**src/rtl/seven_seg_pkg.sv**
```systemverilog
// seven_seg_pkg: segment width and active-low {a,b,c,d,e,f,g} patterns for hex digits
package seven_seg_pkg;
  localparam int SEG_W = 7;
  localparam logic [SEG_W-1:0] SEG_0 = 7'b0000001;
  localparam logic [SEG_W-1:0] SEG_1 = 7'b1001111;
  localparam logic [SEG_W-1:0] SEG_2 = 7'b0010010;
  localparam logic [SEG_W-1:0] SEG_3 = 7'b0000110;
  localparam logic [SEG_W-1:0] SEG_4 = 7'b1001100;
  localparam logic [SEG_W-1:0] SEG_5 = 7'b0100100;
  localparam logic [SEG_W-1:0] SEG_6 = 7'b0100000;
  localparam logic [SEG_W-1:0] SEG_7 = 7'b0001111;
  localparam logic [SEG_W-1:0] SEG_8 = 7'b0000000;
  localparam logic [SEG_W-1:0] SEG_9 = 7'b0000100;
  localparam logic [SEG_W-1:0] SEG_A = 7'b0001000;
  localparam logic [SEG_W-1:0] SEG_B = 7'b1100000;
  localparam logic [SEG_W-1:0] SEG_C = 7'b0110001;
  localparam logic [SEG_W-1:0] SEG_D = 7'b1000010;
  localparam logic [SEG_W-1:0] SEG_E = 7'b0110000;
  localparam logic [SEG_W-1:0] SEG_F = 7'b0111000;
  localparam logic [SEG_W-1:0] SEG_BLANK = 7'b1111111;
endpackage

```
**src/rtl/seven_seg_scan_driver_decode.sv**
```systemverilog
// seg_hex_decode: combinational nibble to active-low 7-segment pattern
module seg_hex_decode
  import seven_seg_pkg::*;
(
  input  logic [3:0]       nib,
  output logic [SEG_W-1:0] seg
);
  always_comb
    case (nib)
      4'h0: seg = SEG_0;
      4'h1: seg = SEG_1;
      4'h2: seg = SEG_2;
      4'h3: seg = SEG_3;
      4'h4: seg = SEG_4;
      4'h5: seg = SEG_5;
      4'h6: seg = SEG_6;
      4'h7: seg = SEG_7;
      4'h8: seg = SEG_8;
      4'h9: seg = SEG_9;
      4'hA: seg = SEG_A;
      4'hB: seg = SEG_B;
      4'hC: seg = SEG_C;
      4'hD: seg = SEG_D;
      4'hE: seg = SEG_E;
      default: seg = SEG_F;
    endcase
endmodule

```
**src/rtl/seven_seg_scan_driver.sv**
```systemverilog
// seven_seg_scan_driver: multiplexed common-anode digit scanner with blank gap, leading-zero blanking and frame-synchronous double buffer
module seven_seg_scan_driver
  import seven_seg_pkg::*;
#(
  parameter int NUM_DIGITS   = 4,
  parameter int REFRESH_DIV  = 100000,
  parameter int BLANK_CYCLES = 16,
  parameter int LZ_BLANK     = 1
) (
  input  logic                    clk,
  input  logic                    rst_n,
  input  logic [4*NUM_DIGITS-1:0] value_in,
  input  logic [NUM_DIGITS-1:0]   dp_in,
  input  logic                    load,
  output logic [NUM_DIGITS-1:0]   an_n,
  output logic [SEG_W-1:0]        seg_n,
  output logic                    dp_n,
  output logic                    frame_start
);
  localparam int CW = REFRESH_DIV > 1 ? $clog2(REFRESH_DIV) : 1;
  localparam int IW = NUM_DIGITS > 1 ? $clog2(NUM_DIGITS) : 1;
  localparam logic [CW-1:0] CNT_LAST = CW'(REFRESH_DIV - 1);
  localparam logic [CW-1:0] BLANK_END = CW'(BLANK_CYCLES);
  localparam logic [IW-1:0] IDX_LAST = IW'(NUM_DIGITS - 1);
  logic [CW-1:0] cnt;
  logic [IW-1:0] idx;
  logic [4*NUM_DIGITS-1:0] pend, disp;
  logic [NUM_DIGITS-1:0] pend_dp, disp_dp;
  logic pend_vld, slot_end, wrap, blank, lz, dp_lit, an_on;
  logic [3:0] nib;
  logic [SEG_W-1:0] seg;
  logic [NUM_DIGITS-1:0] an_nxt;
  logic [SEG_W-1:0] seg_nxt;
  logic dp_nxt;
  seg_hex_decode u_dec (.nib(nib), .seg(seg));
  always_comb begin
    slot_end = cnt == CNT_LAST;
    wrap = slot_end && idx == IDX_LAST;
    nib = disp[{idx, 2'b00} +: 4];
    blank = cnt < BLANK_END;
    lz = LZ_BLANK != 0 && idx != '0 && (disp >> {idx, 2'b00}) == '0;
    dp_lit = disp_dp[idx];
    an_on = !blank && (!lz || dp_lit);
    an_nxt = an_on ? ~(NUM_DIGITS'(1) << idx) : '1;
    seg_nxt = (blank || lz) ? SEG_BLANK : seg;
    dp_nxt = blank || !dp_lit;
  end
  always_ff @(posedge clk)
    if (!rst_n) begin
      cnt <= '0;
      idx <= '0;
      pend <= '0;
      pend_dp <= '0;
      pend_vld <= 1'b0;
      disp <= '0;
      disp_dp <= '0;
      an_n <= '1;
      seg_n <= SEG_BLANK;
      dp_n <= 1'b1;
      frame_start <= 1'b0;
    end else begin
      cnt <= slot_end ? '0 : cnt + 1'b1;
      idx <= slot_end ? (idx == IDX_LAST ? '0 : idx + 1'b1) : idx;
      pend <= load ? value_in : pend;
      pend_dp <= load ? dp_in : pend_dp;
      pend_vld <= load || (pend_vld && !wrap);
      disp <= wrap && pend_vld ? pend : disp;
      disp_dp <= wrap && pend_vld ? pend_dp : disp_dp;
      an_n <= an_nxt;
      seg_n <= seg_nxt;
      dp_n <= dp_nxt;
      frame_start <= wrap;
    end
endmodule
```
**config.mk**
```make
export PLATFORM = sky130hd
export DESIGN_NAME = seven_seg_scan_driver
export DESIGN_NICKNAME = d
export VERILOG_FILES = /design/src/rtl/seven_seg_pkg.sv /design/src/rtl/seven_seg_scan_driver_decode.sv /design/src/rtl/seven_seg_scan_driver.sv
export SDC_FILE = /design/constraint.sdc
export NUM_CORES = 1
export LEC_CHECK = 0
export CAP_MARGIN = 20
export CORE_ASPECT_RATIO = 0.6
export CORE_MARGIN = 1.5
export CORE_UTILIZATION = 40
export DETAILED_ROUTE_END_ITERATION = 8
export PLACE_DENSITY_LB_ADDON = 0.05
export SLEW_MARGIN = 20
export SYNTH_ARGS = -nofsm -noshare
export SYNTH_HDL_FRONTEND = slang
export SYNTH_SLANG_ARGS = --single-unit
```
**constraint.sdc**
```tcl
create_clock -name clk -period 7.8 [get_ports clk]
set_clock_uncertainty 0.2 [all_clocks]
set_input_delay 1.56 -clock clk [delete_from_list [all_inputs] [get_ports clk]]
set_output_delay 1.56 -clock clk [all_outputs]
set_load 0.1 [all_outputs]
```
==> metrics, run 1 <==
gr usage total 17.4%; aggregate negative setup slack 0 ns; area of the die 8710 sq um; area added between synthesis and finish 21.9%; quantity of gates resized following cts 0; mapped cell area 3260 sq um; effective utilization at floorplan 41.3%; worst endpoint data arrival time 3.95 ns; delay of the slowest cell on the worst path 0.81 ns; max-cap check violation count 0; minimum hold slack 0.243 ns; Die Ht 72.9 microns; CTS clk-pin slew, worst paths 0.06 ns; wire length of the first global-routing pass 11700 microns; Post-DRT Antenna Nets 0; share of the yosys chip area belonging to registers 44.9%; launch instance of the worst min-delay path cnt[0]; 1st-iter DRT viols 130; RePlAce Congestion 0.767; DP Wirelength 4780 microns; count of port buffers added during placement 35; ANT cells 0; total clock buffers created by CTS 9; Final Max Tran Viols 0; CTS tree yes; unrepaired setup endpoints after global routing false; horizontal extent of the die 119 microns; average cell area after synthesis 9.39 sq um; DRT Pass-1 Iters 4; Worst Setup Start Kind primary input; count of final setup violators 0; Main synth FF type sky130_fd_sc_hd__dfxtp_1; vias in the first global route 2338; Clk Latency, worst-skew pair 0.33 ns; # fillers 792; gate count of the mapped netlist 347; endpoint of the worst register-to-register path seg_n[5]; Net count, final 411; Remaining Overflow, GRT 0; Synth async-reset ratio 0%; minimum clock period after layout 3.98 ns; post-layout util 50.3%; pre-CTS setup slack 3.43 ns; pin slew with the least headroom to its limit 0.967 ns; Cell variety after synth 40; Post-Route WL 6880 microns; Core Box Area 7880 sq um; vias per cell 5.03; layout cell share with drive strength beyond 1 8.90%; run status complete, no violations; maximum number of pins on one net before global-route repair 45; post-CTS setup-driven buffer insertion count 0; H-tree levels 3; post-synthesis sequential element count 73; register-to-register setup slack 4.81 ns; WL per Instance 14.0 microns; Hold Crit Depth 1; worst setup path class primary input to flip-flop; kind of end point of the critical path flip-flop; period utilisation layout 51.0%; number of I/O pins 36; leak pwr 1.42 nW; launch point of the worst reg-to-reg path idx[0]; worst-path cell chain clkdlybuf4s50_1 -> buf_4 -> inv_2 -> a41oi_1 -> a21boi_0 -> nand3_1; number of sinks driven by the clock tree 73; hold crit path type flip-flop to flip-flop; EDFF count, synth 0; Core Rows 25; hold violation count in the final report 0; maximum fanout along the worst path 44; drc violations 0; Max Clk Rate 251 MHz; worst slew slack as a fraction of its limit 34.7%; Worst VDD drop 0.0972 mV; power density cells 209 nW/um^2; worst reg-to-reg path cell count 6; total number of vias 2466; Root Buffer Master sky130_fd_sc_hd__clkbuf_16; # hold bufs at CTS 0; number of nets in the synthesized netlist 380; warnings from Yosys 0; capture endpoint of the worst hold path cnt[0]; library cell contributing the largest single delay on the critical path sky130_fd_sc_hd__a41oi_1; maximum buffer depth of the clock tree 2; initial antenna violation count 0; Setup WS post-layout 3.82 ns; CP Data Required Time 7.77 ns
## cells in the mapped netlist, types with 2 or more instances
cell type	count	area (sq um)
sky130_fd_sc_hd__a21oi_1	8	40.0
sky130_fd_sc_hd__a22oi_1	2	15.0
sky130_fd_sc_hd__buf_1	2	7.51
sky130_fd_sc_hd__buf_2	3	15.0
sky130_fd_sc_hd__buf_6	3	33.8
sky130_fd_sc_hd__clkbuf_1	10	37.5
sky130_fd_sc_hd__dfxtp_1	73	1460
sky130_fd_sc_hd__ha_1	10	125
sky130_fd_sc_hd__inv_1	12	45.0
sky130_fd_sc_hd__mux2_2	5	56.3
sky130_fd_sc_hd__mux2i_1	42	420
sky130_fd_sc_hd__mux4_2	5	113
sky130_fd_sc_hd__nand2_1	54	203
sky130_fd_sc_hd__nand3_1	13	65.1
sky130_fd_sc_hd__nand4_1	2	12.5
sky130_fd_sc_hd__nor2_1	37	139
sky130_fd_sc_hd__nor2b_1	4	25.0
sky130_fd_sc_hd__nor3_1	4	20.0
sky130_fd_sc_hd__nor4_1	3	18.8
sky130_fd_sc_hd__o2111ai_1	3	26.3
sky130_fd_sc_hd__o211ai_1	3	22.5
sky130_fd_sc_hd__o21ai_0	11	55.1
sky130_fd_sc_hd__or2_2	3	18.8
sky130_fd_sc_hd__or3_1	6	37.5
sky130_fd_sc_hd__or4_1	5	37.5
sky130_fd_sc_hd__or4_4	2	22.5
sky130_fd_sc_hd__xnor2_1	8	70.1
sky130_fd_sc_hd__xor2_1	2	17.5
## per-stage QoR
step / instances / area [sq um] / power [W]
6_report: 490 / 3970 / 0.000830
5_1_grt: 490 / 3970 / 0.000862
4_1_cts: 490 / 3970 / 0.000841
3_5_place_dp: 475 / 3670 / 0.000429
3_3_place_gp: 475 / 3670 / 0.000428
2_1_floorplan: 347 / 3260 / 0.000413
## layer usage
layer  share of wire [%]  vias up  global-route usage [%]  wire length (microns)
met5                   0        -                       0                      0
met4                 1.2        0                    5.16                     80
met3                 4.7        9                    5.78                    326
met2                  38       61                    24.5                   2600
met1                  56     1128                    25.2                   3880
li1                    -     1268                       -                      -
## worst max path at each step
stage / startpoint / to / slack (ns) / cells past startpoint
2_1_floorplan: rst_n / seg_n[0] / 4.97 / 5
3_3_place_gp: rst_n / seg_n[3] / 3.49 / 6
3_5_place_dp: rst_n / seg_n[3] / 3.43 / 6
4_1_cts: rst_n / seg_n[3] / 3.79 / 6
5_1_grt: rst_n / seg_n[3] / 3.59 / 6
6_report: rst_n / seg_n[3] / 3.82 / 6
## where the power goes
group	internal [W]	switching, W	total [W]
registers	0.000381	0.00000442	0.000385
logic	0.0000187	0.0000164	0.0000350
clock network	0.000263	0.000147	0.000410
## cells by family after synthesis
group	count (synthesis)	share of synthesized area [%]
buf+inv	31	4.38
fa+ha+maj	10	3.84
mux	52	18.1
xor+xnor	10	2.69
flops	73	44.9
simple gates	137	19.6
compound gates	34	6.53
## worst max-delay path, delay by kind of cell
family	cells	cell delay (ns)
buffers and inverters	3	1.14
and+or+nand+nor	1	0.11
AOI/OAI and AO/OA	2	1.13
## state kept, by name, indices dropped and copies added (netlist names)
signal / flops
an_n: 4
cnt: 17
disp: 16
disp_dp: 4
dp_n: 1
frame_start: 1
idx: 2
pend: 16
pend_dp: 4
pend_vld: 1
seg_n: 7
## layout make-up
class | instances | area, sq um | share of cell area, %
Clock inverter | 2 | 37.5 | 0.946
Inverter | 13 | 48.8 | 1.23
Clock buffer | 13 | 260 | 6.56
Timing Repair Buffer | 38 | 373 | 9.39
Sequential cell | 73 | 1460 | 36.8
Multi-Input combinational cell | 243 | 1650 | 41.6
Tap cell | 108 | 135 | 3.40
## cells in the final DEF (no fill, tap or decap), drive strengths merged, types with 2 or more instances in the layout
master / synthesis / final
xor2: 2 / 2
clkdlybuf4s50: 0 / 35
nor3: 5 / 5
mux2i: 42 / 42
buf: 8 / 3
nor4: 3 / 3
nand3: 13 / 13
dfxtp: 73 / 73
or2: 3 / 3
or3: 6 / 6
o211ai: 3 / 3
or4: 7 / 7
nor2b: 4 / 4
clkbuf: 10 / 13
ha: 10 / 10
nand4: 2 / 2
mux2: 5 / 5
o2111ai: 3 / 3
a21oi: 8 / 8
inv: 13 / 13
xnor2: 8 / 8
nand2: 54 / 54
o21ai: 12 / 12
nor2: 37 / 37
a22oi: 2 / 2
mux4: 5 / 5
Note: power is estimated with default switching activity, not from simulation.
==> run 2: changes to the inputs <==
==> constraint.sdc (replaced) <==
create_clock -name clk -period 3.6 [get_ports clk]
set_clock_uncertainty 0.2 [all_clocks]
set_input_delay 0.72 -clock clk [delete_from_list [all_inputs] [get_ports clk]]
set_output_delay 0.72 -clock clk [all_outputs]
set_load 0.1 [all_outputs]
==> run 2 against run 1 <==
Wire length grew 0.99%. Worst hold slack better by 0.0097 ns. Final cell count rose by 0.61%. Sequential share of layout area is essentially flat. Combinational power grew 120%. Highest routed layer unchanged. Sequential power is 120% higher. Critical endpoint is now seg_n[2]. Count of clock-buffer cells in the layout shrank 2. Largest cell class unchanged.
==> metrics, run 2 (synthesis gave the netlist of run 1 again) <==
minimum clock period after layout 2.94 ns; registers with the most flip-flops cnt (17), disp (16), pend (16); count of port buffers added during placement 35; Die Ht 72.9 microns; RePlAce Congestion 0.834; number of sinks driven by the clock tree 73; post-CTS setup-driven buffer insertion count 0; commonest non-fill, non-tap cells in the layout 73 x sky130_fd_sc_hd__dfxtp_1, 54 x sky130_fd_sc_hd__nand2_1, 42 x sky130_fd_sc_hd__mux2i_1, 37 x sky130_fd_sc_hd__nor2_1, 30 x sky130_fd_sc_hd__clkdlybuf4s50_1; vias in the first global route 2215; worst setup path class flip-flop to flip-flop; power density cells 453 nW/um^2; maximum buffer depth of the clock tree 2; Root Buffer Master sky130_fd_sc_hd__clkbuf_16; register containing the most flip-flops in the final layout cnt; commonest non-fill, non-tap cell in the layout sky130_fd_sc_hd__dfxtp_1; 1st-iter DRT viols 91; run status complete, no violations; initial antenna violation count 0; drc violations 0; pin slew with the least headroom to its limit 0.977 ns; Clk Latency, worst-skew pair 0.34 ns; Max Clk Rate 340 MHz; ANT cells 0; vias per cell 5.02; Core Rows 25; CTS clk-pin slew, worst paths 0.06 ns; kind of end point of the critical path flip-flop; gr usage total 17.7%; CP Data Required Time 3.67 ns; worst endpoint data arrival time 3.01 ns; Worst VDD drop 0.231 mV; area of the die 8710 sq um; minimum hold slack 0.253 ns; number of I/O pins 36; aggregate negative setup slack 0 ns; unrepaired setup endpoints after global routing false; Remaining Overflow, GRT 0; count of final setup violators 0; worst slew slack as a fraction of its limit 34.7%; maximum fanout along the worst path 13; quantity of gates resized following cts 0; hold crit path type flip-flop to flip-flop; max FFs per register 17; DP Wirelength 4810 microns; total clock buffers created by CTS 9; CTS tree yes; max-cap check violation count 0; Final Max Tran Viols 0; # hold bufs at CTS 0; leak pwr 1.43 nW; horizontal extent of the die 119 microns; Worst Setup Start Kind flip-flop; layout cell share with drive strength beyond 1 11.2%; effective utilization at floorplan 41.3%; maximum number of pins on one net before global-route repair 44; wire length of the first global-routing pass 11700 microns; Net count, final 413; DRT Pass-1 Iters 4; Post-Route WL 6950 microns; Core Box Area 7880 sq um; period utilisation layout 81.6%; Post-DRT Antenna Nets 0; H-tree levels 3; WL per Instance 14.1 microns; area added between synthesis and finish 21.9%; total number of vias 2476; hold violation count in the final report 0
==> run 2: changes by cell type in the layout (fill, tap and decap cells not counted) <==
| cell | previous run | this run |
|---|---|---|
| sky130_fd_sc_hd__clkinvlp_4 | 1 | 2 |
| sky130_fd_sc_hd__clkbuf_8 | 2 | 1 |
| sky130_fd_sc_hd__clkinv_2 | 0 | 2 |
| sky130_fd_sc_hd__buf_4 | 3 | 10 |
| sky130_fd_sc_hd__clkdlybuf4s50_1 | 35 | 30 |
| sky130_fd_sc_hd__clkbuf_1 | 2 | 1 |
==> run 2: path summary, 6_finish.rpt <==
kind	slack (ns)	endpoint	cells after the start	start
setup / recovery	0.66	seg_n[2]	6	idx[0]
hold / removal	0.25	cnt[0]	1	cnt[0]
setup reg to reg	0.66	seg_n[2]	6	idx[0]
hold reg to reg	0.25	cnt[0]	1	cnt[0]
==> run 2: routing by layer <==
metal | routed length, microns | up-vias | GRT usage [%] | share of wire [%]
met3 | 329 | 9 | 6.09 | 4.7
met4 | 111 | 0 | 6.75 | 1.6
met5 | 0 | - | 0 | 0
met2 | 2540 | 53 | 22.6 | 36
met1 | 3970 | 1141 | 26.9 | 57
li1 | - | 1273 | - | -
==> run 2: worst max-delay path: stages, from the launching register on <==
cell	delay [ns]
sky130_fd_sc_hd__dfxtp_1	0.68
sky130_fd_sc_hd__mux4_2	0.66
sky130_fd_sc_hd__inv_1	0.14
sky130_fd_sc_hd__ha_1	0.22
sky130_fd_sc_hd__nor4b_1	0.40
sky130_fd_sc_hd__o211ai_1	0.37
sky130_fd_sc_hd__nand3_1	0.20
==> run 2: final cells by class <==
| class | instances | area (sq um) |
|---|---|---|
| inverter | 13 | 48.8 |
| fill | 780 | 3910 |
| timing repair buffer | 40 | 375 |
| clock buffer | 11 | 243 |
| multi-input combinational | 243 | 1650 |
| sequential | 73 | 1460 |
| clock inverter | 5 | 55.1 |
| tap | 108 | 135 |
==> run 2: power breakdown <==
group          internal [W]   total, W  leakage, nW  switching, W
Sequential         0.000825   0.000835        0.593    0.00000956
Combinational     0.0000411  0.0000772        0.696     0.0000361
Clock              0.000552   0.000888        0.142      0.000335
Total               0.00142    0.00180         1.43      0.000381
==> run 2: through the flow <==
step / total power (W) / cells / utilization (%) / worst slack (ns) / instance area (sq um)
detailed placement: 0.000931 / 477 / 46.6 / 0.661 / 3670
global route: 0.00187 / 493 / 50.4 / 0.353 / 3970
global placement: 0.000930 / 477 / 46.6 / 0.832 / 3670
finish: 0.00180 / 493 / 50.4 / 0.662 / 3970
floorplan: 0.000894 / 347 / - / 1.10 / 3260
CTS: 0.00183 / 493 / 50.4 / 0.661 / 3970
==> run 3: changes to the inputs <==
==> constraint.sdc (replaced) <==
create_clock -name clk -period 2.4 [get_ports clk]
set_clock_uncertainty 0.2 [all_clocks]
set_input_delay 0.48 -clock clk [delete_from_list [all_inputs] [get_ports clk]]
set_output_delay 0.48 -clock clk [all_outputs]
set_load 0.1 [all_outputs]
==> run 3 against run 2 <==
Via count grew 0.40%. Setup slack worse by 0.61 ns. Sequential share of layout area fell by 1.2 points. Total power increased by 62%. Wire length rose by 2.1%. Clock power grew 73%. Count of clock-buffer cells in the layout is 1 lower. Critical path type unchanged. Critical endpoint unchanged. Largest cell class unchanged.
==> metrics, run 3 (synthesis gave the netlist of run 1 again) <==
count of port buffers added during placement 35; WL per Instance 14.2 microns; count of final setup violators 0; hold violation count in the final report 0; hold crit path type flip-flop to flip-flop; CP Data Required Time 2.41 ns; area added between synthesis and finish 26.2%; Core Box Area 7880 sq um; maximum buffer depth of the clock tree 2; leak pwr 1.52 nW; vias per cell 4.98; registers with the most flip-flops cnt (17), disp (16), pend (16); wire length of the first global-routing pass 11700 microns; maximum fanout along the worst path 5; pin slew with the least headroom to its limit 0.428 ns; maximum number of pins on one net before global-route repair 44; pre-CTS setup slack 0.0100 ns; Die Ht 72.9 microns; Max Clk Rate 425 MHz; vias in the first global route 2234; Worst VDD drop 0.423 mV; Root Buffer Master sky130_fd_sc_hd__clkbuf_16; Setup WS post-layout 0.0486 ns; Worst Setup Start Kind flip-flop; max-cap check violation count 0; number of I/O pins 36; number of sinks driven by the clock tree 73; worst endpoint data arrival time 2.36 ns; post-route total power 0.00292 W; aggregate negative setup slack 0 ns; period utilisation layout 98.0%; commonest non-fill, non-tap cells in the layout 72 x sky130_fd_sc_hd__dfxtp_1, 54 x sky130_fd_sc_hd__nand2_1, 42 x sky130_fd_sc_hd__mux2i_1, 37 x sky130_fd_sc_hd__nor2_1; Final Max Tran Viols 0; max FFs per register 17; endpoint of the worst register-to-register path seg_n[2]; worst setup path class flip-flop to flip-flop; Clk Latency, worst-skew pair 0.33 ns; cell area after layout 4110 sq um; Remaining Overflow, GRT 0; Post-Route WL 7090 microns; Core Rows 25; Hold Crit Depth 1; DRT Pass-1 Iters 4; Cell Area, Placed 3740 sq um; area of the die 8710 sq um; RePlAce Congestion 0.847; horizontal extent of the die 119 microns; run status complete, no violations; capture endpoint of the worst hold path cnt[0]; DP Wirelength 4990 microns; power density cells 710 nW/um^2; effective utilization at floorplan 41.3%; CTS clk-pin slew, worst paths 0.06 ns; Net count, final 420; launch point of the worst reg-to-reg path idx[0]; kind of end point of the critical path flip-flop; register-to-register setup slack 0.05 ns; H-tree levels 3; worst reg-to-reg path cell count 6; ANT cells 0; register containing the most flip-flops in the final layout cnt; drc violations 0; Post-DRT Antenna Nets 0; worst slew slack as a fraction of its limit 71.2%; commonest non-fill, non-tap cell in the layout sky130_fd_sc_hd__dfxtp_1; layout cell share with drive strength beyond 1 15.3%; total clock buffers created by CTS 9; total number of vias 2486; gr usage total 17.7%; CTS tree yes; minimum clock period after layout 2.35 ns; unrepaired setup endpoints after global routing false; launch instance of the worst min-delay path cnt[0]; initial antenna violation count 0; critical path launch point idx[0]; 1st-iter DRT viols 166
## run 3: cell count changes in the layout (fill, tap and decap cells not counted), moves of 2 or more
cell                              delta
sky130_fd_sc_hd__buf_12              +3
sky130_fd_sc_hd__buf_4              +12
sky130_fd_sc_hd__bufinv_16           +2
sky130_fd_sc_hd__clkdlybuf4s50_1     -8
sky130_fd_sc_hd__clkinvlp_4          -2
## run 3: worst max-delay path, cell delays in order (launching register included)
cell and delay, ns:
sky130_fd_sc_hd__dfxtp_2 0.38, sky130_fd_sc_hd__mux4_2 0.54, sky130_fd_sc_hd__buf_4 0.18, sky130_fd_sc_hd__ha_1 0.26, sky130_fd_sc_hd__mux2_2 0.28, sky130_fd_sc_hd__o21ai_0 0.28, sky130_fd_sc_hd__nand3_1 0.11
## run 3: how the worst max path moves through the flow
stage                    end  slack, ns  cells past startpoint
floorplan            an_n[1]      0.009                      8
global placement    seg_n[2]       0.06                      6
detailed placement  seg_n[4]       0.01                      6
CTS                  an_n[3]       0.02                      7
global route        seg_n[2]       0.01                      6
finish              seg_n[2]       0.05                      6
## run 3: routing by layer
| layer | GRT usage [%] | share of wire, % |
|---|---|---|
| met1 | 27.1 | 57 |
| met2 | 22.0 | 37 |
| met3 | 6.64 | 5.5 |
| met4 | 6.35 | 1.4 |
| met5 | 0 | 0 |
## run 3: cell type report
type | count | area [sq um]
clock buffers | 10 | 239
clock inverters | 5 | 104
fillers | 745 | 3770
inverters | 13 | 48.8
multi-input cells | 243 | 1680
flip-flops and latches | 73 | 1460
well taps | 108 | 135
repair buffers | 47 | 445
## run 3: report_power, final
group,leakage (nW),switching (W),internal (W)
logic,0.753,0.0000568,0.0000668
clock network,0.169,0.000506,0.00104
registers,0.594,0.0000145,0.00124
total,1.52,0.000577,0.00234
## run 3: repair_timing
action,4_1_cts,5_1_grt
hold buffers,0,0
gates resized for setup,0,3
endpoints found under the setup margin,2,20
setup buffers,1,0
pin swaps,1,0
## run 3: through the flow
step | hold WS, ns | utilization, % | std cells
2_1_floorplan | 0.218 | - | 347
3_3_place_gp | 0.230 | 47.5 | 483
3_5_place_dp | 0.247 | 47.5 | 483
4_1_cts | 0.259 | 51.9 | 499
5_1_grt | 0.271 | 52.1 | 499
6_report | 0.253 | 52.1 | 499
